--- src/rtl/wb_burst_master.sv ---
// wb_burst_master: command stream to Wishbone B3 single/incrementing-burst master.
// Latency: WB cycle starts one clock after command handshake; read data one clock after ACK.
// Backpressure: cmd_ready only in IDLE, wr_ready only in WLOAD; rd stream has none.
module wb_burst_master #(
  parameter int AW      = 26,
  parameter int DW      = 32,
  parameter int LEN_W   = 8,
  parameter int TIMEOUT = 256
) (
  input  logic             wb_clk_i,
  input  logic             wb_rst_i,
  // command stream
  input  logic             cmd_valid,
  output logic             cmd_ready,
  input  logic             cmd_we,
  input  logic [AW-1:0]    cmd_addr,
  input  logic [LEN_W-1:0] cmd_len,
  // write beat stream
  input  logic             wr_valid,
  output logic             wr_ready,
  input  logic [DW-1:0]    wr_data,
  // read beat stream
  output logic             rd_valid,
  output logic [DW-1:0]    rd_data,
  // status
  output logic             busy,
  output logic             err_timeout,
  // Wishbone master side
  output logic             wb_cyc_o,
  output logic             wb_stb_o,
  output logic             wb_we_o,
  output logic [AW-1:0]    wb_addr_o,
  output logic [DW-1:0]    wb_dat_o,
  output logic [DW/8-1:0]  wb_sel_o,
  output logic [2:0]       wb_cti_o,
  input  logic             wb_ack_i,
  input  logic [DW-1:0]    wb_dat_i
);

  typedef enum logic [1:0] {
    S_IDLE,
    S_WLOAD,
    S_STB,
    S_GAP
  } state_t;

  localparam logic [2:0]    CTI_CLASSIC = 3'b000;
  localparam logic [2:0]    CTI_INCR    = 3'b010;
  localparam logic [2:0]    CTI_END     = 3'b111;
  localparam logic [AW-1:0] ADDR_INC    = AW'(DW / 8);
  localparam int            WD_W        = $clog2(TIMEOUT);
  localparam logic [WD_W-1:0] WD_LAST   = WD_W'(TIMEOUT - 1);

  state_t           state_q;
  logic             cyc_q;
  logic             stb_q;
  logic             we_q;
  logic             len_zero_q;
  logic [AW-1:0]    addr_q;
  logic [DW-1:0]    dat_q;
  logic [2:0]       cti_q;
  logic [LEN_W-1:0] cnt_q;
  logic [WD_W-1:0]  wd_q;
  logic [DW-1:0]    rd_data_q;
  logic             rd_valid_q;
  logic             err_q;

  logic [AW-1:0]    addr_d;
  logic [LEN_W-1:0] cnt_d;
  logic [WD_W-1:0]  wd_d;

  // Burst type for the beat about to be presented: classic for a single
  // beat, end-of-burst when no beats remain after this one, else incrementing.
  function automatic logic [2:0] cti_for(input logic lz, input logic [LEN_W-1:0] remaining);
    if (lz) begin
      return CTI_CLASSIC;
    end else if (remaining == '0) begin
      return CTI_END;
    end else begin
      return CTI_INCR;
    end
  endfunction

  // Arithmetic for the next beat; address wraps naturally at 2**AW.
  always_comb begin
    addr_d = addr_q + ADDR_INC;
    cnt_d  = cnt_q - 1'b1;
    wd_d   = wd_q + 1'b1;
  end

  // Main FSM: all Wishbone and stream outputs are driven from these registers.
  always_ff @(posedge wb_clk_i) begin
    if (wb_rst_i) begin
      state_q    <= S_IDLE;
      cyc_q      <= 1'b0;
      stb_q      <= 1'b0;
      we_q       <= 1'b0;
      len_zero_q <= 1'b0;
      addr_q     <= '0;
      dat_q      <= '0;
      cti_q      <= CTI_CLASSIC;
      cnt_q      <= '0;
      wd_q       <= '0;
      rd_data_q  <= '0;
      rd_valid_q <= 1'b0;
      err_q      <= 1'b0;
    end else begin
      rd_valid_q <= 1'b0;
      err_q      <= 1'b0;
      case (state_q)
        S_IDLE: begin
          if (cmd_valid) begin
            we_q       <= cmd_we;
            len_zero_q <= (cmd_len == '0);
            cnt_q      <= cmd_len;
            addr_q     <= cmd_addr;
            cyc_q      <= 1'b1;
            wd_q       <= '0;
            if (cmd_we) begin
              // CYC goes up now; STB waits for the first write beat.
              state_q <= S_WLOAD;
            end else begin
              stb_q   <= 1'b1;
              cti_q   <= cti_for(cmd_len == '0, cmd_len);
              state_q <= S_STB;
            end
          end
        end

        S_WLOAD: begin
          // No watchdog here: the stall is on our own write stream, not the slave.
          if (wr_valid) begin
            dat_q   <= wr_data;
            stb_q   <= 1'b1;
            cti_q   <= cti_for(len_zero_q, cnt_q);
            wd_q    <= '0;
            state_q <= S_STB;
          end
        end

        S_STB: begin
          if (wb_ack_i) begin
            // An ACK coinciding with watchdog expiry takes priority.
            wd_q <= '0;
            if (!we_q) begin
              rd_data_q  <= wb_dat_i;
              rd_valid_q <= 1'b1;
            end
            if (cnt_q != '0) begin
              cnt_q  <= cnt_d;
              addr_q <= addr_d;
              if (we_q) begin
                // Drop STB while the next write beat is fetched; CYC stays up.
                stb_q   <= 1'b0;
                cti_q   <= CTI_CLASSIC;
                state_q <= S_WLOAD;
              end else begin
                cti_q <= cti_for(1'b0, cnt_d);
              end
            end else begin
              cyc_q   <= 1'b0;
              stb_q   <= 1'b0;
              cti_q   <= CTI_CLASSIC;
              state_q <= S_GAP;
            end
          end else if (wd_q == WD_LAST) begin
            // Hung slave: abandon the rest of the burst and release the bus.
            cyc_q   <= 1'b0;
            stb_q   <= 1'b0;
            cti_q   <= CTI_CLASSIC;
            err_q   <= 1'b1;
            state_q <= S_GAP;
          end else begin
            wd_q <= wd_d;
          end
        end

        S_GAP: begin
          // Guarantees at least one idle bus cycle between transactions.
          state_q <= S_IDLE;
        end

        default: begin
          state_q <= S_IDLE;
        end
      endcase
    end
  end

  assign cmd_ready   = (state_q == S_IDLE);
  assign wr_ready    = (state_q == S_WLOAD);
  assign busy        = (state_q != S_IDLE);
  assign rd_valid    = rd_valid_q;
  assign rd_data     = rd_data_q;
  assign err_timeout = err_q;

  assign wb_cyc_o  = cyc_q;
  assign wb_stb_o  = stb_q;
  assign wb_we_o   = we_q;
  assign wb_addr_o = addr_q;
  assign wb_dat_o  = dat_q;
  assign wb_sel_o  = {(DW/8){1'b1}};
  assign wb_cti_o  = cti_q;

endmodule

--- config.mk ---
export PLATFORM = sky130hd
export DESIGN_NAME = wb_burst_master
export DESIGN_NICKNAME = d
export VERILOG_FILES = /design/src/rtl/wb_burst_master.sv
export SDC_FILE = /design/constraint.sdc
export NUM_CORES = 1
export LEC_CHECK = 0
export CORE_UTILIZATION = 40
export DETAILED_ROUTE_END_ITERATION = 12
export PLACE_DENSITY = 0.77
export SYNTH_ARGS = -nofsm -noshare
export SYNTH_HDL_FRONTEND = slang
export SYNTH_SLANG_ARGS = --single-unit
--- constraint.sdc ---
create_clock -name wb_clk_i -period 2 [get_ports wb_clk_i]
set_clock_uncertainty 0.2 [all_clocks]
set_input_delay 0.3 -clock wb_clk_i [delete_from_list [all_inputs] [get_ports wb_clk_i]]
set_output_delay 0.3 -clock wb_clk_i [all_outputs]
set_load 0.01 [all_outputs]
==> results of run 1 <==
[cell families after synthesis]
| kind of cell | after synthesis | share of synthesized area |
|---|---|---|
| fa+ha+maj | 10 | 0.0232 |
| mux | 8 | 0.0153 |
| xor+xnor | 10 | 0.0163 |
| compound gates | 170 | 0.183 |
| simple gates | 315 | 0.286 |
| other cells | 1 | 0.000696 |
| flops | 116 | 0.431 |
| buf+inv | 57 | 0.0451 |
[cell usage in the layout (no fill, tap or decap), types with 11 or more instances in the layout]
cell and count:
sky130_fd_sc_hd__nand4_1 12, sky130_fd_sc_hd__buf_4 78, sky130_fd_sc_hd__nor2_1 42, sky130_fd_sc_hd__clkdlybuf4s50_1 197, sky130_fd_sc_hd__clkbuf_16 17, sky130_fd_sc_hd__dfxtp_1 108
sky130_fd_sc_hd__nor3_1 11, sky130_fd_sc_hd__nand2_1 161, sky130_fd_sc_hd__a21oi_2 13, sky130_fd_sc_hd__nand3_1 16, sky130_fd_sc_hd__o21ai_0 13, sky130_fd_sc_hd__a21oi_1 91
[area by class of cell]
| cell class | count | area, um^2 |
|---|---|---|
| inverters | 11 | 46.3 |
| repair buffers | 298 | 2870 |
| clock inverters | 13 | 208 |
| fillers | 993 | 3970 |
| clock buffers | 19 | 433 |
| flip-flops and latches | 116 | 2330 |
| multi-input cells | 517 | 3110 |
| well taps | 176 | 220 |
[sequential cells by signal, indices dropped and copies added, names as in the netlist]
name and count:
wb_we_o 1, rd_data 32, len_zero_q 1, wb_addr_o 26, err_timeout 1, wb_dat_o 32, wb_stb_o 1, state_q 2
wb_cti_o 2, rd_valid 1, wd_q 8, wb_cyc_o 1, cnt_q 8
[per-layer routing]
metal / part of all wire / vias to the layer above / wire length (um) / GRT usage
met5: 0 / - / 0 / 0
met4: 0.038 / 0 / 692 / 0.139
met3: 0.072 / 58 / 1320 / 0.0703
met2: 0.49 / 261 / 8960 / 0.422
met1: 0.41 / 2848 / 7480 / 0.310
li1: - / 2943 / - / -
[repair_timing]
action	CTS	global route
buffers inserted	5	1
pin swaps	7	18
setup endpoints to repair	42	78
endpoints found under the hold margin	0	0
resized for setup	21	75
hold buffers	0	0
[stage by stage]
| stage | worst slack (ns) | power [mW] | hold slack (ns) | std cells |
|---|---|---|---|---|
| CTS | -0.0222 | 12.3 | 0.0117 | 1149 |
| global route | -0.101 | 13.7 | 0.0238 | 1150 |
| detailed placement | -0.266 | 8.71 | 0.246 | 1112 |
| global placement | -0.203 | 8.61 | 0.241 | 1112 |
| floorplan | -0.0525 | 5.98 | 0.236 | 690 |
| finish | -0.0367 | 13.0 | 0.0164 | 1150 |
[power by group through the flow]
| stage | registers, mW | clock network [mW] | logic [mW] |
|---|---|---|---|
| floorplan | 3.42 | 0 | 2.56 |
| global placement | 3.19 | 0 | 5.42 |
| detailed placement | 3.20 | 0 | 5.51 |
| CTS | 3.16 | 3.33 | 5.78 |
| global route | 3.24 | 3.45 | 6.97 |
| finish | 3.19 | 3.31 | 6.51 |
[worst paths after layout]
path / startpoint / endpoint / slack [ns]
hold reg to reg: rd_data[4] / rd_data[4] / 0.25
setup reg to reg: state_q[0] / wb_addr_o[19] / -0.04
hold / removal: wb_rst_i / wb_addr_o[21] / 0.02
setup / recovery: state_q[0] / wb_addr_o[19] / -0.04
==> reports/results.ini, run 1 <==
[route]
antenna_left = 0
postRouteWirelength_um = 18400
detailroute.via_count = 6110
drt-vias-per-instance = 5.31
wire_per_inst_um = 16.0
detail_route.drc_violations = 0
drtIter0Drc = 556
first_pass_iters = 8

[setup_path]
timing.critical_path.max_delay_family = simple AND/OR/NAND/NOR gates
crit_fanout = 7
end_kind = register
critPathKind = register to register
ordered_cell_list_for_the_critical_path = inv_4, ha_4, nor2b_4, a211oi_4, buf_6, nand2_4, or4_1, a31oi_1
crit_required_ns = 2.14
critical_path.startpoint_type = register
critical_path.slowest_cell = sky130_fd_sc_hd__or4_1
cp_slowest_stage_delay_ns = 0.39
crit_path_arrival_time_ns = 2.18
crit_cells = 8
critPathBufInv = 2
reg2reg_depth = 8

[pwr]
seq_power_share = 0.245
vdd.ir_drop.worst_mv = 0.833
comb_power_share = 0.501
power.share.clock = 0.254
internal-power_mw = 8.23
switching_part_of_the_total_power = 0.367
power.static_leakage_nw = 3.48
p_per_area_mw_per_mm2 = 1410
total_switching_power_mw = 4.77

[grt]
grt_first_pass_wirelength_um = 28900
gr-usage-all-layers = 0.259
largest_net_degree_at_the_start_of_global_routing = 55
overflow = 0
first_global_vias = 5981
antenna_found_initial = 0

[finish]
final_layout_size_suffix_gt1_frac = 0.211
post_route_design_area_mm2 = 0.00922
antenna_cells_inserted = 0
finalNetCount = 1075
layout.core_utilization = 0.699
syn_to_final_growth_pct = 71.2

[timing]
max_clock_freq_mhz = 491
layout_worst_path_cycle_share = 1.02
setup_viol = 8
slew_viol_final = 0
max_slew.worst_pin.slew_ns = 0.584
post-route-worst-setup-slack_ns = -0.0367
period_minus_slack_ns = 2.04
timing.slew.headroom = 0.611
rsz0062_at_grt = yes
total_negative_setup_slacks_ns = -0.161
timing_hold_violations_final = 0

[synthesis]
synth-main-ff-cell = sky130_fd_sc_hd__dfxtp_1
netlist-cell-type-count = 65
synth.avg_cell_area_um2 = 7.84
synth_edf_count = 0
post-synth-top-area-cell = sky130_fd_sc_hd__dfxtp_1
synth_seq_area_share = 0.431
synth_seq_cells = 116
ys_top_cells_by_area = sky130_fd_sc_hd__dfxtp_1, sky130_fd_sc_hd__nand2_1, sky130_fd_sc_hd__a21oi_1
synth-async-reset-ratio = 0
synthesis.area_mm2 = 0.00539
yosys.cell_count.top_type = sky130_fd_sc_hd__nand2_1
synth_common_cells = sky130_fd_sc_hd__nand2_1, sky130_fd_sc_hd__dfxtp_1, sky130_fd_sc_hd__a21oi_1, sky130_fd_sc_hd__nor2_1, sky130_fd_sc_hd__clkbuf_1
postSynthCellCount = 687
synth-warning-count = 0
synth_top_area_share = 0.431

[die]
die_h_um = 118
core.rowCount = 42
die_width_um = 118
io-pin-count = 209
initial_utilization = 0.408
full_die_area_mm2 = 0.0139
core_ar_mm2 = 0.0132

[cts]
clockBufferDepth = 2
clockRootBuffer = sky130_fd_sc_hd__clkbuf_16
tritoncts = yes
number_of_h_tree_branching_levels = 4
cts_buffers = 17
worst_setup_hold_path_clk_slew_ns = 0.05
cts_sinks = 116
worstSkewPairLatency_ns = 0.41

[placed_design]
buffer_ports.inserted = 204
dpl_wire_length_um = 12500
place.gp.congestion = 0.883
dpl_cell_area_mm2 = 0.00822

[run_status]
violated_checks = setup timing
result_of_the_run = complete, but fails checks

[worst_hold_path]
worst_hold_path.num_cells = 2
timing.hold.worst.class = input port to register

[flow_run]
max_cap_violations = 0

Power figures use the tool's default switching activity.
==> run 2: changes to the inputs <==
==> constraint.sdc (replaced) <==
create_clock -name wb_clk_i -period 2 [get_ports wb_clk_i]
set_clock_uncertainty 0.2 [all_clocks]
set_input_delay 0.6 -clock wb_clk_i [delete_from_list [all_inputs] [get_ports wb_clk_i]]
set_output_delay 0.6 -clock wb_clk_i [all_outputs]
set_load 0.01 [all_outputs]
==> run 2 against run 1 <==
Against the previous run: the run still ends with setup timing left; non-clock buffer count is 32 higher; power down 2.2%; setup slack improved by 0.0089 ns; flip-flop and latch count stayed put.
==> reports/results.ini, run 2 (synthesized netlist as in run 1, its figures left out) <==
[placed_design]
dpl_cell_area_mm2 = 0.00831
placement_setup_slack_ns = -0.574
buffer_ports.inserted = 204
place.gp.congestion = 0.839
place_inst = 1123
dpl_wire_length_um = 12500

[pwr]
total_switching_power_mw = 4.88
power.static_leakage_nw = 4.02
comb_power_share = 0.525
internal-power_mw = 7.85
seq_power_share = 0.248
vdd.ir_drop.worst_mv = 0.702
power.total_mw = 12.7
p_per_area_mw_per_mm2 = 1350
switching_part_of_the_total_power = 0.383
power.share.clock = 0.227

[timing]
timing_hold_violations_final = 0
rsz0062_at_grt = yes
max_clock_freq_mhz = 493
post-route-worst-setup-slack_ns = -0.0278
period_minus_slack_ns = 2.03
slew_viol_final = 0
layout_worst_path_cycle_share = 1.01
setup_viol = 4
hold_slack_ns = 0.248

[die]
initial_utilization = 0.408
die_h_um = 118
die_width_um = 118
io-pin-count = 209
core_ar_mm2 = 0.0132
core.rowCount = 42
full_die_area_mm2 = 0.0139

[flow_run]
max_cap_violations = 0

[grt]
gr-usage-all-layers = 0.256
largest_net_degree_at_the_start_of_global_routing = 52
met1_usage = 0.315
met2_usage = 0.430
antenna_found_initial = 0
globalRoute.busiestLayer = met2
first_global_vias = 5848
overflow = 0
grt_first_pass_wirelength_um = 28700
global_route.usage.met3 = 0.0625

[setup_path]
end_kind = register
crit_fanout = 6
reg2reg_depth = 9
crit_path_arrival_time_ns = 2.13
critical_path.startpoint_type = register
critPathKind = register to register
crit_required_ns = 2.11

[route]
antenna_left = 0
drtIter0Drc = 426
wire_per_inst_um = 15.6
detailroute.via_count = 6179
drt-vias-per-instance = 5.22
detail_route.drc_violations = 0
first_pass_iters = 5
postRouteWirelength_um = 18400

[cts]
tritoncts = yes
worst_setup_hold_path_clk_slew_ns = 0.06
clockBufferDepth = 2
holdBufCountCts = 0
cts_sinks = 116
worstSkewPairLatency_ns = 0.41
cts_buffers = 17
clockRootBuffer = sky130_fd_sc_hd__clkbuf_16
number_of_h_tree_branching_levels = 4

[finish]
final_layout_size_suffix_gt1_frac = 0.251
most_common_library_cell_in_the_layout_ignoring_fill_and_taps = sky130_fd_sc_hd__nand2_1
most-common-layout-cells = sky130_fd_sc_hd__nand2_1, sky130_fd_sc_hd__buf_4, sky130_fd_sc_hd__dfxtp_1
finalNetCount = 1108
post_route_design_area_mm2 = 0.00939
layout.filler_cells = 1037
antenna_cells_inserted = 0
post_route_non_filler_standard_cell_count = 1183
syn_to_final_growth_pct = 74.4

[worst_hold_path]
timing.hold.worst.class = register to register
worst_hold_path.num_cells = 2

[run_status]
result_of_the_run = complete, but fails checks
violated_checks = setup timing

==> run 2: cell count changes in the layout (fill, tap and decap cells not counted), moves of 4 or more <==
cell                              change
sky130_fd_sc_hd__a21oi_2              -4
sky130_fd_sc_hd__buf_4               +26
sky130_fd_sc_hd__buf_6                +8
sky130_fd_sc_hd__bufinv_16            -4
sky130_fd_sc_hd__clkdlybuf4s15_1      +5
sky130_fd_sc_hd__clkdlybuf4s50_1     -97
sky130_fd_sc_hd__dfxtp_1              -7
sky130_fd_sc_hd__dfxtp_2              +6
sky130_fd_sc_hd__dlygate4sd2_1       +91
==> run 2: final timing paths <==
path	start	to	slack (ns)
hold reg to reg	wb_dat_o[20]	wb_dat_o[20]	0.25
setup reg to reg	state_q[1]	wb_addr_o[11]	-0.03
setup / recovery	state_q[1]	wb_addr_o[11]	-0.03
hold / removal	wb_dat_o[20]	wb_dat_o[20]	0.25
==> run 2: layer usage <==
| metal | routed length (um) | share of wire | up-vias |
|---|---|---|---|
| met4 | 375 | 0.020 | 0 |
| met2 | 9200 | 0.50 | 240 |
| met5 | 0 | 0 | - |
| met3 | 1160 | 0.063 | 28 |
| met1 | 7690 | 0.42 | 2896 |
| li1 | - | - | 3015 |
==> run 2: area by class of cell <==
cell class	instances	area [um^2]	share of cell area
Clock buffer	19	443	0.0471
Clock inverter	13	128	0.0136
Inverter	11	48.8	0.00519
Multi-Input combinational cell	518	3180	0.339
Sequential cell	116	2350	0.250
Tap cell	176	220	0.0234
Timing Repair Buffer	330	3030	0.322
==> run 2: what timing repair did <==
action | in CTS | in global routing
gates cloned | 1 | 1
setup buffers | 12 | 14
endpoints found under the setup margin | 137 | 51
pin swaps | 11 | 31
gates resized for setup | 141 | 87
endpoints found under the hold margin | 0 | 0
==> run 2: per-stage QoR <==
| step | util | TNS, ns |
|---|---|---|
| after global routing | 0.712 | -1.37 |
| after CTS | 0.678 | -0.0601 |
| after floorplan | - | -0.186 |
| after global placement | 0.630 | -26.09 |
| after detailed placement | 0.630 | -30.70 |
| final | 0.712 | -0.0943 |
==> run 2: power groups by stage <==
stage	Sequential [mW]	Clock (mW)	Combinational, mW
floorplan	3.42	0	2.56
global placement	3.15	0	5.43
detailed placement	3.16	0	5.52
CTS	3.13	2.93	5.67
global route	3.21	3.03	7.16
finish	3.16	2.89	6.68
==> run 2: worst max-delay path, stage by stage, from the launching register on <==
cell	delay, ns
sky130_fd_sc_hd__dfxtp_4	0.36
sky130_fd_sc_hd__buf_6	0.12
sky130_fd_sc_hd__ha_4	0.18
sky130_fd_sc_hd__nor2b_4	0.14
sky130_fd_sc_hd__a211oi_4	0.17
sky130_fd_sc_hd__buf_6	0.17
sky130_fd_sc_hd__and2_4	0.22
sky130_fd_sc_hd__buf_6	0.13
sky130_fd_sc_hd__a21oi_2	0.06
sky130_fd_sc_hd__nor4_2	0.18
==> run 3: changes to the inputs <==
- CELL_PAD_IN_SITES_DETAIL_PLACEMENT: default -> 0
- CELL_PAD_IN_SITES_GLOBAL_PLACEMENT: default -> 1
- CORE_UTILIZATION: 40 -> 28
- PLACE_DENSITY: 0.77 -> default
- PLACE_DENSITY_LB_ADDON: default -> 0.1
- TNS_END_PERCENT: default -> 30
==> run 3 against run 2 <==
Against the previous run: the run still ends with setup timing left; sequential power is essentially flat; sequential share of layout area grew 0.34 points; clock power grew 17%; flip-flop and latch count is the same; cell area shrank 1.6%; fmax shrank 4.2%; global-route usage shrank 6.3 points; first-iteration DRC count shrank 53%; die area grew 42%; critical path type unchanged; critical endpoint is now wb_addr_o[19]; highest routed layer unchanged.
==> reports/results.ini, run 3 (synthesized netlist as in run 1, its figures left out) <==
[worst_hold_path]
worst_hold_path.num_cells = 2
min_from = wb_dat_o[6]
timing.hold.worst.class = register to register

[placed_design]
place.gp.congestion = 0.863
place_inst = 1178
dpl_wire_length_um = 13500
buffer_ports.inserted = 204
dpl_cell_area_mm2 = 0.00835

[route]
detail_route.drc_violations = 0
wire_per_inst_um = 15.4
antenna_left = 0
drt-vias-per-instance = 4.92
postRouteWirelength_um = 18900
drtIter0Drc = 199
first_pass_iters = 5
detailroute.via_count = 6032

[pwr]
seq_power_share = 0.248
switching_part_of_the_total_power = 0.367
power.share.clock = 0.268
vdd.ir_drop.worst_mv = 0.617
power.total_mw = 12.7
comb_power_share = 0.484
power.static_leakage_nw = 3.94
total_switching_power_mw = 4.65
internal-power_mw = 8.02
p_per_area_mw_per_mm2 = 1370

[die]
core_ar_mm2 = 0.0188
die_h_um = 141
core.rowCount = 50
die_width_um = 141
initial_utilization = 0.287
io-pin-count = 209
full_die_area_mm2 = 0.0198

[grt]
first_global_vias = 5916
overflow = 0
met1_usage = 0.238
met2_usage = 0.318
global_route.usage.met3 = 0.0567
globalRoute.busiestLayer = met2
grt_first_pass_wirelength_um = 30300
antenna_found_initial = 0
gr-usage-all-layers = 0.193
largest_net_degree_at_the_start_of_global_routing = 81

[setup_path]
reg2reg_depth = 8
crit_fanout = 4
critPathKind = register to register
timing.critical_path.from = state_q[0]
critical_path.startpoint_type = register
crit_path_arrival_time_ns = 2.26
worstReg2RegStart = state_q[0]
end_kind = register
crit_required_ns = 2.15

[timing]
total_negative_setup_slacks_ns = -0.983
period_minus_slack_ns = 2.12
setup_viol = 24
timing_hold_violations_final = 0
rsz0062_at_grt = yes
max_clock_freq_mhz = 472
post-route-worst-setup-slack_ns = -0.117
slew_viol_final = 0
layout_worst_path_cycle_share = 1.06

[run_status]
result_of_the_run = complete, but fails checks
violated_checks = setup timing

[cts]
clockBufferDepth = 2
holdBufCountCts = 0
tritoncts = yes
cts_sinks = 116
worst_setup_hold_path_clk_slew_ns = 0.06
clockRootBuffer = sky130_fd_sc_hd__clkbuf_16
worstSkewPairLatency_ns = 0.42
number_of_h_tree_branching_levels = 4
cts_buffers = 17

[finish]
antenna_cells_inserted = 0
layout.core_utilization = 0.493
most-common-layout-cells = sky130_fd_sc_hd__nand2_1, sky130_fd_sc_hd__dfxtp_1, sky130_fd_sc_hd__clkdlybuf4s50_1
syn_to_final_growth_pct = 71.7
final_layout_size_suffix_gt1_frac = 0.218
multi_input_gate_area_in_the_final_layout_mm2 = 0.00304
finalNetCount = 1094
area.sequential_mm2 = 0.00234
most_common_library_cell_in_the_layout_ignoring_fill_and_taps = sky130_fd_sc_hd__nand2_1
post_route_design_area_mm2 = 0.00925
layout.filler_cells = 1852
post_route_non_filler_standard_cell_count = 1227

[flow_run]
max_cap_violations = 0

## run 3: cell count changes in the layout (fill, tap and decap cells not counted), sizes merged
| cell | before | now |
|---|---|---|
| clkinvlp | 3 | 1 |
| bufinv | 1 | 5 |
| clkbuf | 20 | 19 |
| buf | 129 | 116 |
| clkdlybuf4s50 | 100 | 101 |
| and2 | 4 | 3 |
| clkinv | 6 | 5 |
| dlygate4sd2 | 95 | 94 |
## run 3: area by class of cell
cell class / count / share of cell area
Multi-Input combinational cell: 517 / 0.328
Timing Repair Buffer: 317 / 0.311
Sequential cell: 116 / 0.253
Clock buffer: 18 / 0.0464
Tap cell: 234 / 0.0317
Clock inverter: 14 / 0.0242
Inverter: 11 / 0.00501
## run 3: routing by layer
metal | up-vias | routed length, um
met5 | - | 0
met4 | 0 | 359
met3 | 30 | 1230
met2 | 189 | 9070
met1 | 2832 | 8200
li1 | 2981 | -
## run 3: power groups by stage
stage	clock network [mW]	registers, mW	logic, mW
floorplan	0	3.42	2.56
global placement	0	3.17	5.53
detailed placement	0	3.18	5.59
CTS	3.48	3.13	5.75
global route	3.59	3.21	6.69
finish	3.39	3.14	6.13
## run 3: worst paths after layout
kind | end | slack [ns]
worst min register to register | wb_dat_o[6] | 0.25
worst min-delay path | wb_dat_o[6] | 0.25
worst max register to register | wb_addr_o[19] | -0.12
worst max-delay path | wb_addr_o[19] | -0.12
## run 3: what timing repair did
item,in CTS,in global routing
pin swaps,11,18
buffers inserted,10,8
cloned,0,0
resized for setup,145,41
endpoints found under the setup margin,134,61
## run 3: worst max-delay path: stages, from the launching register on
cell and delay (ns):
sky130_fd_sc_hd__dfxtp_4 0.36, sky130_fd_sc_hd__inv_4 0.04, sky130_fd_sc_hd__ha_4 0.16, sky130_fd_sc_hd__buf_6 0.11, sky130_fd_sc_hd__nor2b_4 0.13, sky130_fd_sc_hd__a211oi_4 0.31, sky130_fd_sc_hd__nand2_2 0.13, sky130_fd_sc_hd__or4_1 0.42
sky130_fd_sc_hd__a31oi_1 0.18
## run 3: stage by stage
stage,setup WS (ns),hold WS [ns]
3_5_place_dp,-0.598,0.245
2_1_floorplan,-0.0525,0.246
3_3_place_gp,-0.582,0.241
5_1_grt,-0.219,0.267
4_1_cts,-0.131,0.251
6_report,-0.117,0.250
